**src/rtl/packet_builder_if.sv**
```systemverilog
// Payload-in / word-stream-out bundle for the packet builder.
// The master modport is the builder's view; slave is the producer/consumer side.
interface packet_builder_if;
  logic [295:0] payload;
  logic [5:0]   payloadLen;
  logic [15:0]  streamId;
  logic         seqSkip;
  logic         payload_val;
  logic         payload_ready;
  logic         lenError;
  logic [31:0]  dataOut;
  logic         dataOut_val;
  logic         dataOut_last;
  logic         dataOut_ready;

  modport master (
    input  payload, payloadLen, streamId, seqSkip, payload_val, dataOut_ready,
    output payload_ready, lenError, dataOut, dataOut_val, dataOut_last
  );

  modport slave (
    output payload, payloadLen, streamId, seqSkip, payload_val, dataOut_ready,
    input  payload_ready, lenError, dataOut, dataOut_val, dataOut_last
  );
endinterface

```
**src/rtl/packet_builder.sv**
```systemverilog
// Packet builder: serialises one 1..37 byte payload into a header word,
// a per-stream sequence word and big-endian payload words, last flag on the
// final word. One 32-bit sequence counter per stream (indexed by streamId LSBs).
module packet_builder #(
  parameter int NUM_STREAMS = 32,
  parameter int MAX_BYTES   = 37
) (
  input  logic              clk,
  input  logic              reset_b,
  packet_builder_if.master  bus
);

  localparam int IDX_W  = $clog2(NUM_STREAMS);
  localparam int PAY_W  = MAX_BYTES * 8;
  localparam int NWORDS = (MAX_BYTES + 3) / 4;
  localparam int BUF_W  = NWORDS * 32;
  localparam int PAD_W  = BUF_W - PAY_W;
  localparam int REM_W  = $clog2(NWORDS + 1);

  localparam logic [1:0] IDLE      = 2'd0;
  localparam logic [1:0] SEND_HDR  = 2'd1;
  localparam logic [1:0] SEND_SEQ  = 2'd2;
  localparam logic [1:0] SEND_DATA = 2'd3;

  logic [1:0]       state;
  logic [BUF_W-1:0] buf_q;
  logic [BUF_W-1:0] masked;
  logic [31:0]      seq_q;
  logic [31:0]      next_seq;
  logic [31:0]      cnt [NUM_STREAMS];
  logic [REM_W-1:0] rem;
  logic [REM_W-1:0] nwords;
  logic [IDX_W-1:0] sid_idx;
  logic             len_ok;
  logic             accept;
  logic             fire;

  assign sid_idx  = bus.streamId[IDX_W-1:0];
  assign len_ok   = (bus.payloadLen != 6'd0) && (bus.payloadLen <= 6'(MAX_BYTES));
  assign accept   = (state == IDLE) && bus.payload_val && len_ok;
  assign next_seq = cnt[sid_idx] + (bus.seqSkip ? 32'd2 : 32'd1);
  assign nwords   = REM_W'((7'(bus.payloadLen) + 7'd3) >> 2);
  assign fire     = bus.dataOut_val && bus.dataOut_ready;

  // payload_ready is a pure state decode, so it never depends on dataOut_ready
  assign bus.payload_ready = (state == IDLE);

  // Left-align the payload in a whole number of words and zero bytes past the length
  always_comb begin
    masked = {bus.payload, {PAD_W{1'b0}}};
    for (int i = 0; i < MAX_BYTES; i++) begin
      if (i >= int'(bus.payloadLen)) masked[BUF_W-1-8*i -: 8] = 8'h00;
    end
  end

  // Per-stream sequence counters advance at acceptance; aliased ids share one
  always_ff @(posedge clk or negedge reset_b) begin
    if (!reset_b) begin
      for (int i = 0; i < NUM_STREAMS; i++) cnt[i] <= '0;
    end else if (accept) begin
      cnt[sid_idx] <= next_seq;
    end
  end

  // Payload shift buffer and captured sequence number (data only, no reset)
  always_ff @(posedge clk) begin
    if (accept) begin
      buf_q <= masked;
      seq_q <= next_seq;
    end else if (fire && (state == SEND_SEQ || state == SEND_DATA)) begin
      buf_q <= buf_q << 32;
    end
  end

  // Packet FSM and registered output word; output only advances on a transfer
  always_ff @(posedge clk or negedge reset_b) begin
    if (!reset_b) begin
      state            <= IDLE;
      rem              <= '0;
      bus.dataOut      <= '0;
      bus.dataOut_val  <= 1'b0;
      bus.dataOut_last <= 1'b0;
      bus.lenError     <= 1'b0;
    end else begin
      bus.lenError <= 1'b0;
      case (state)
        IDLE: begin
          if (bus.payload_val) begin
            if (len_ok) begin
              bus.dataOut      <= {16'(bus.payloadLen) + 16'd8, bus.streamId};
              bus.dataOut_val  <= 1'b1;
              bus.dataOut_last <= 1'b0;
              rem              <= nwords;
              state            <= SEND_HDR;
            end else begin
              bus.lenError <= 1'b1;
            end
          end
        end
        SEND_HDR: begin
          if (fire) begin
            bus.dataOut <= seq_q;
            state       <= SEND_SEQ;
          end
        end
        SEND_SEQ: begin
          if (fire) begin
            bus.dataOut      <= buf_q[BUF_W-1 -: 32];
            bus.dataOut_last <= (rem == REM_W'(1));
            rem              <= rem - REM_W'(1);
            state            <= SEND_DATA;
          end
        end
        default: begin
          if (fire) begin
            if (bus.dataOut_last) begin
              bus.dataOut      <= '0;
              bus.dataOut_val  <= 1'b0;
              bus.dataOut_last <= 1'b0;
              state            <= IDLE;
            end else begin
              bus.dataOut      <= buf_q[BUF_W-1 -: 32];
              bus.dataOut_last <= (rem == REM_W'(1));
              rem              <= rem - REM_W'(1);
            end
          end
        end
      endcase
    end
  end

endmodule
```
**src/flat_wrapper.sv**
```systemverilog
// flat-port wrapper written by rule: the top's interface ports become plain ports
module packet_builder_flat 
#(
  parameter int NUM_STREAMS = 32,
  parameter int MAX_BYTES   = 37
)
  (clk, reset_b, bus_payload, bus_payloadLen, bus_streamId, bus_seqSkip, bus_payload_val, bus_dataOut_ready, bus_payload_ready, bus_lenError, bus_dataOut, bus_dataOut_val, bus_dataOut_last);
  packet_builder_if bus_i ();
  input  logic clk;
  input  logic reset_b;
  input wire logic [$bits(bus_i.payload)-1:0] bus_payload;
  input wire logic [$bits(bus_i.payloadLen)-1:0] bus_payloadLen;
  input wire logic [$bits(bus_i.streamId)-1:0] bus_streamId;
  input wire logic [$bits(bus_i.seqSkip)-1:0] bus_seqSkip;
  input wire logic [$bits(bus_i.payload_val)-1:0] bus_payload_val;
  input wire logic [$bits(bus_i.dataOut_ready)-1:0] bus_dataOut_ready;
  output wire logic [$bits(bus_i.payload_ready)-1:0] bus_payload_ready;
  output wire logic [$bits(bus_i.lenError)-1:0] bus_lenError;
  output wire logic [$bits(bus_i.dataOut)-1:0] bus_dataOut;
  output wire logic [$bits(bus_i.dataOut_val)-1:0] bus_dataOut_val;
  output wire logic [$bits(bus_i.dataOut_last)-1:0] bus_dataOut_last;
  assign bus_i.payload = bus_payload;
  assign bus_i.payloadLen = bus_payloadLen;
  assign bus_i.streamId = bus_streamId;
  assign bus_i.seqSkip = bus_seqSkip;
  assign bus_i.payload_val = bus_payload_val;
  assign bus_i.dataOut_ready = bus_dataOut_ready;
  assign bus_payload_ready = bus_i.payload_ready;
  assign bus_lenError = bus_i.lenError;
  assign bus_dataOut = bus_i.dataOut;
  assign bus_dataOut_val = bus_i.dataOut_val;
  assign bus_dataOut_last = bus_i.dataOut_last;
  packet_builder #(.NUM_STREAMS(NUM_STREAMS), .MAX_BYTES(MAX_BYTES)) u_core (.clk(clk), .reset_b(reset_b), .bus(bus_i));
endmodule
```
**config.mk**
```make
export PLATFORM = sky130hd
export DESIGN_NAME = packet_builder_flat
export DESIGN_NICKNAME = d
export VERILOG_FILES = /design/src/rtl/packet_builder_if.sv /design/src/rtl/packet_builder.sv /design/src/flat_wrapper.sv
export SDC_FILE = /design/constraint.sdc
export NUM_CORES = 2
export LEC_CHECK = 0
export ABC_CLOCK_PERIOD_IN_PS = 43600
export BUFFER_PORTS_ARGS = -buffer_cell sky130_fd_sc_hd__buf_2
export CAP_MARGIN = 20
export CORE_MARGIN = 2
export CORE_UTILIZATION = 55
export DETAILED_ROUTE_END_ITERATION = 6
export PLACE_DENSITY_LB_ADDON = 0.1
export SLEW_MARGIN = 20
export SYNTH_ARGS = -nofsm -noshare
export SYNTH_HDL_FRONTEND = slang
export SYNTH_SLANG_ARGS = --single-unit
```
**constraint.sdc**
```tcl
create_clock -name clk -period 43.6 [get_ports clk]
set_clock_uncertainty 0.15 [all_clocks]
set_input_delay 0 -clock clk [delete_from_list [all_inputs] [get_ports clk]]
set_output_delay 0 -clock clk [all_outputs]
set_load 0.05 [all_outputs]
```
==> results.cfg <==
[yosys]
yosysWarnings = 0
synth_adder_area_share = 0.00287
synth_largest_area_cell = sky130_fd_sc_hd__dfrtp_1
yosys.area_share.simple = 0.114
top_cells_by_count_synth = 1371 x sky130_fd_sc_hd__nand2_1, 1065 x sky130_fd_sc_hd__dfrtp_1, 467 x sky130_fd_sc_hd__mux2i_1, 464 x sky130_fd_sc_hd__o31ai_1, 458 x sky130_fd_sc_hd__o21ai_0
synth_edf_count = 328
muxShareOfSynthArea = 0.122
ys_types = 69
synth_cell_area_sq_um = 63700
ys_top_cells_by_area = sky130_fd_sc_hd__dfrtp_1 42%, sky130_fd_sc_hd__edfxtp_1 15%, sky130_fd_sc_hd__nand2_1 8.1%
synth.avg_cell_area_sq_um = 10.9
synth_top_area_frac = 0.419
synth_sequential_area_ratio = 0.573
yosys.area_share.xor_xnor = 0.00234
synth_cells = 5827
synth_nets = 6164
synth-compound-area-share = 0.144
postSynthRegisterBits = 1393
dominant_combinational_cell_family_by_area_after_synthesis = compound AO/OA/AOI/OAI gates
async_sr_flop_fraction = 0.765
yosysMostFrequentCell = sky130_fd_sc_hd__nand2_1
ys_dominant_reg_cell = sky130_fd_sc_hd__dfrtp_1

[final_layout]
fillerInstances = 8219
final_layout_size_suffix_gt1_frac = 0.167
syn2layout_area_growth_pct = 21.9
nets = 6870
post_layout_nonfiller_instances = 8193

[clocking]
clk_root_buffer_cell = sky130_fd_sc_hd__clkbuf_16
cts_inserted_buffers = 147
post-cts-setup-buffers = 0
cts.reportedPaths.clkPinSlew_ns = 0.06
clock_tree_from_tritoncts = built
tritoncts_num_sinks = 1393
clk-insertion-delay-late_ns = 0.79
clock_path_buffers = 3
cts-htree-levels = 4

[power]
power.share.clock = 0.466
comb_power_share = 0.051
internal-power_mw = 2.13
power_density_nw_per_um2 = 35.4
power.switching_uw = 617
sw_frac_of_total = 0.225
power.static_leakage_nw = 34.1
power_frac_seq = 0.484
ir_worst_vdd_v = 0.0000382

[worst_setup_path]
r2r_cells = 9
crit_end = u_core.seq_q[29]
cp-startpoint = bus_streamId[1]
critical_path.max_fanout = 84
critical_path_class = input pin to flop
timing.critical_path.from_type = input pin
timing.reg2reg.setup_slack_ns = 38.83
crit_path_end_kind = flop
r2r_start = u_core.state[0]
data_arrival_time_of_the_worst_path_ns = 5.18
critical_path_required_ns = 43.93
worstReg2RegEnd = u_core.buf_q[151]

[placement]
dpl_worst_slack_ns = 38.14
place_hpwl_mm = 113
gp_routability_congestion = 0.875
dpl.cell_count = 7255
place.port_buffers = 358

[sta]
final_min_period_ns = 4.86
report.final.setup_viol = 0
worst_margin_slew_ns = 1.68
tns_ns = 0
clock.fmax_ghz = 0.206
fin_crit_sh = 0.111
final_max_slew_viol_count = 2
final_hold_violation_count = 0
maxSlewHeadroom = -0.131
worst_setup_margin_ns = 38.74
grt_setup_unrepaired = false

[floorplan]
std_cell_rows = 124
core_sq_um = 115000
ioPinCount = 359
die-height_um = 344
die_x_um = 344
die_area_sq_um = 119000
initial_utilization = 0.555

[global_route]
grt_first_pass_wirelength_mm = 329
grt_max_degree = 195
grt_util_all_layers = 0.375
grt_antenna_before_repair = 30
grt-ovfl-total = 0
grt_pass1_vias = 51237

[route]
routed_wirelength_mm = 228
drt_iter0_drc = 6815
vias = 52547
routedWlPerCell_um = 27.8
remaining_drc_errors = 62
post_drt_via_cell_ratio = 6.41
dr.pass1.iters = 7
drtAntennaViolNets = 0

[outcome]
failing_checks = design-rule violations, max-capacitance violations, max-slew violations
status = complete, but fails checks

[worst_hold_path]
min_path_type = input pin to flop

[flow_run]
maxCapViolations = 1
[metrics by stage]
step           hold slack, ns  cell area [sq um]  power [mW]  utilization
2_1_floorplan          -0.446              63700        1.39            -
3_3_place_gp         0.000400              66200        1.44        0.577
3_5_place_dp          0.00265              66200        1.44        0.578
4_1_cts              0.000433              77500        2.73        0.676
5_1_grt                0.0307              77600        2.81        0.677
6_report               0.0312              77600        2.75        0.677
[worst max-delay path: stages]
cell	delay, ns
sky130_fd_sc_hd__buf_8	0.61
sky130_fd_sc_hd__buf_4	0.74
sky130_fd_sc_hd__buf_4	0.91
sky130_fd_sc_hd__mux2i_1	0.29
sky130_fd_sc_hd__o22ai_1	0.11
sky130_fd_sc_hd__nor4_1	0.41
sky130_fd_sc_hd__nand2_1	0.24
sky130_fd_sc_hd__and4_1	0.52
sky130_fd_sc_hd__nand2_1	0.23
sky130_fd_sc_hd__o31a_2	0.83
sky130_fd_sc_hd__nor2_1	0.11
[repair_timing]
action / CTS / global route
gates resized for setup: 0 / 0
hold endpoints to repair: 475 / 0
hold buffers: 640 / 0
[routing by layer]
metal  vias up  routed length (um)  GRT usage
met1     25922               88100      0.496
met2      3234              103000      0.576
met5         -                 171    0.00240
met4        18               14200      0.204
li1      22372                   -          -
met3      1001               22400     0.0842
[state kept, by name, indices dropped and copies added (netlist names), 2 cells and up]
name and count:
u_core.seq_q 32, u_core.state 2, u_core.bus.dataOut 32, u_core.buf_q 296, u_core.rem 4, u_core.cnt 1024
[power groups by stage]
stage          Sequential, mW  Clock (mW)  Combinational, mW
2_1_floorplan            1.35           0             0.0362
3_3_place_gp             1.35           0             0.0864
3_5_place_dp             1.35           0             0.0870
4_1_cts                  1.33        1.27              0.129
5_1_grt                  1.33        1.34              0.145
6_report                 1.33        1.28              0.139
[area by class of cell]
class / instances / area (sq um) / area share
inverters: 32 / 125 / 0.00161
flip-flops and latches: 1393 / 36500 / 0.470
clock inverters: 45 / 417 / 0.00537
repair buffers: 1108 / 9130 / 0.118
well taps: 1512 / 1890 / 0.0244
clock buffers: 221 / 4420 / 0.0569
diodes: 31 / 77.6 / 0.000999
multi-input cells: 3851 / 25100 / 0.323
[cells by family (layout without fill, tap and decap cells)]
group / Yosys count / in the layout
simple gates: 1722 / 1722
flops: 1393 / 1393
compound gates: 1383 / 1383
mux: 715 / 715
buf+inv: 583 / 1406
xor+xnor: 17 / 17
fa+ha+maj: 14 / 14
other cells: 0 / 31
[worst min path at each step]
stage,from,end,slack (ns),cells past startpoint
finish,bus_payload[137],u_core.buf_q[161],0.03,4
global route,bus_payload[266],u_core.buf_q[290],0.03,4
CTS,bus_payload[137],u_core.buf_q[161],0.0004,4
detailed placement,reset_b,u_core.cnt[257],0.003,1
global placement,reset_b,u_core.cnt[321],0.0004,1
floorplan,reset_b,u_core.bus.dataOut[0],-0.45,0
[placed cells by master, fill, tap and decap left out, drive strengths merged, types with 38 or more instances in the layout]
| cell | count |
|---|---|
| a21oi | 50 |
| a22o | 40 |
| a22oi | 40 |
| and2 | 38 |
| buf | 469 |
| clkbuf | 221 |
| dfrtp | 1065 |
| dlygate4sd3 | 639 |
| edfxtp | 328 |
| mux2 | 224 |
| mux2i | 467 |
| nand2 | 1375 |
| nand3 | 95 |
| nor2 | 78 |
| nor4 | 66 |
| o21ai | 467 |
| o22ai | 235 |
| o31ai | 522 |
Note: power is estimated with default switching activity, not from simulation.
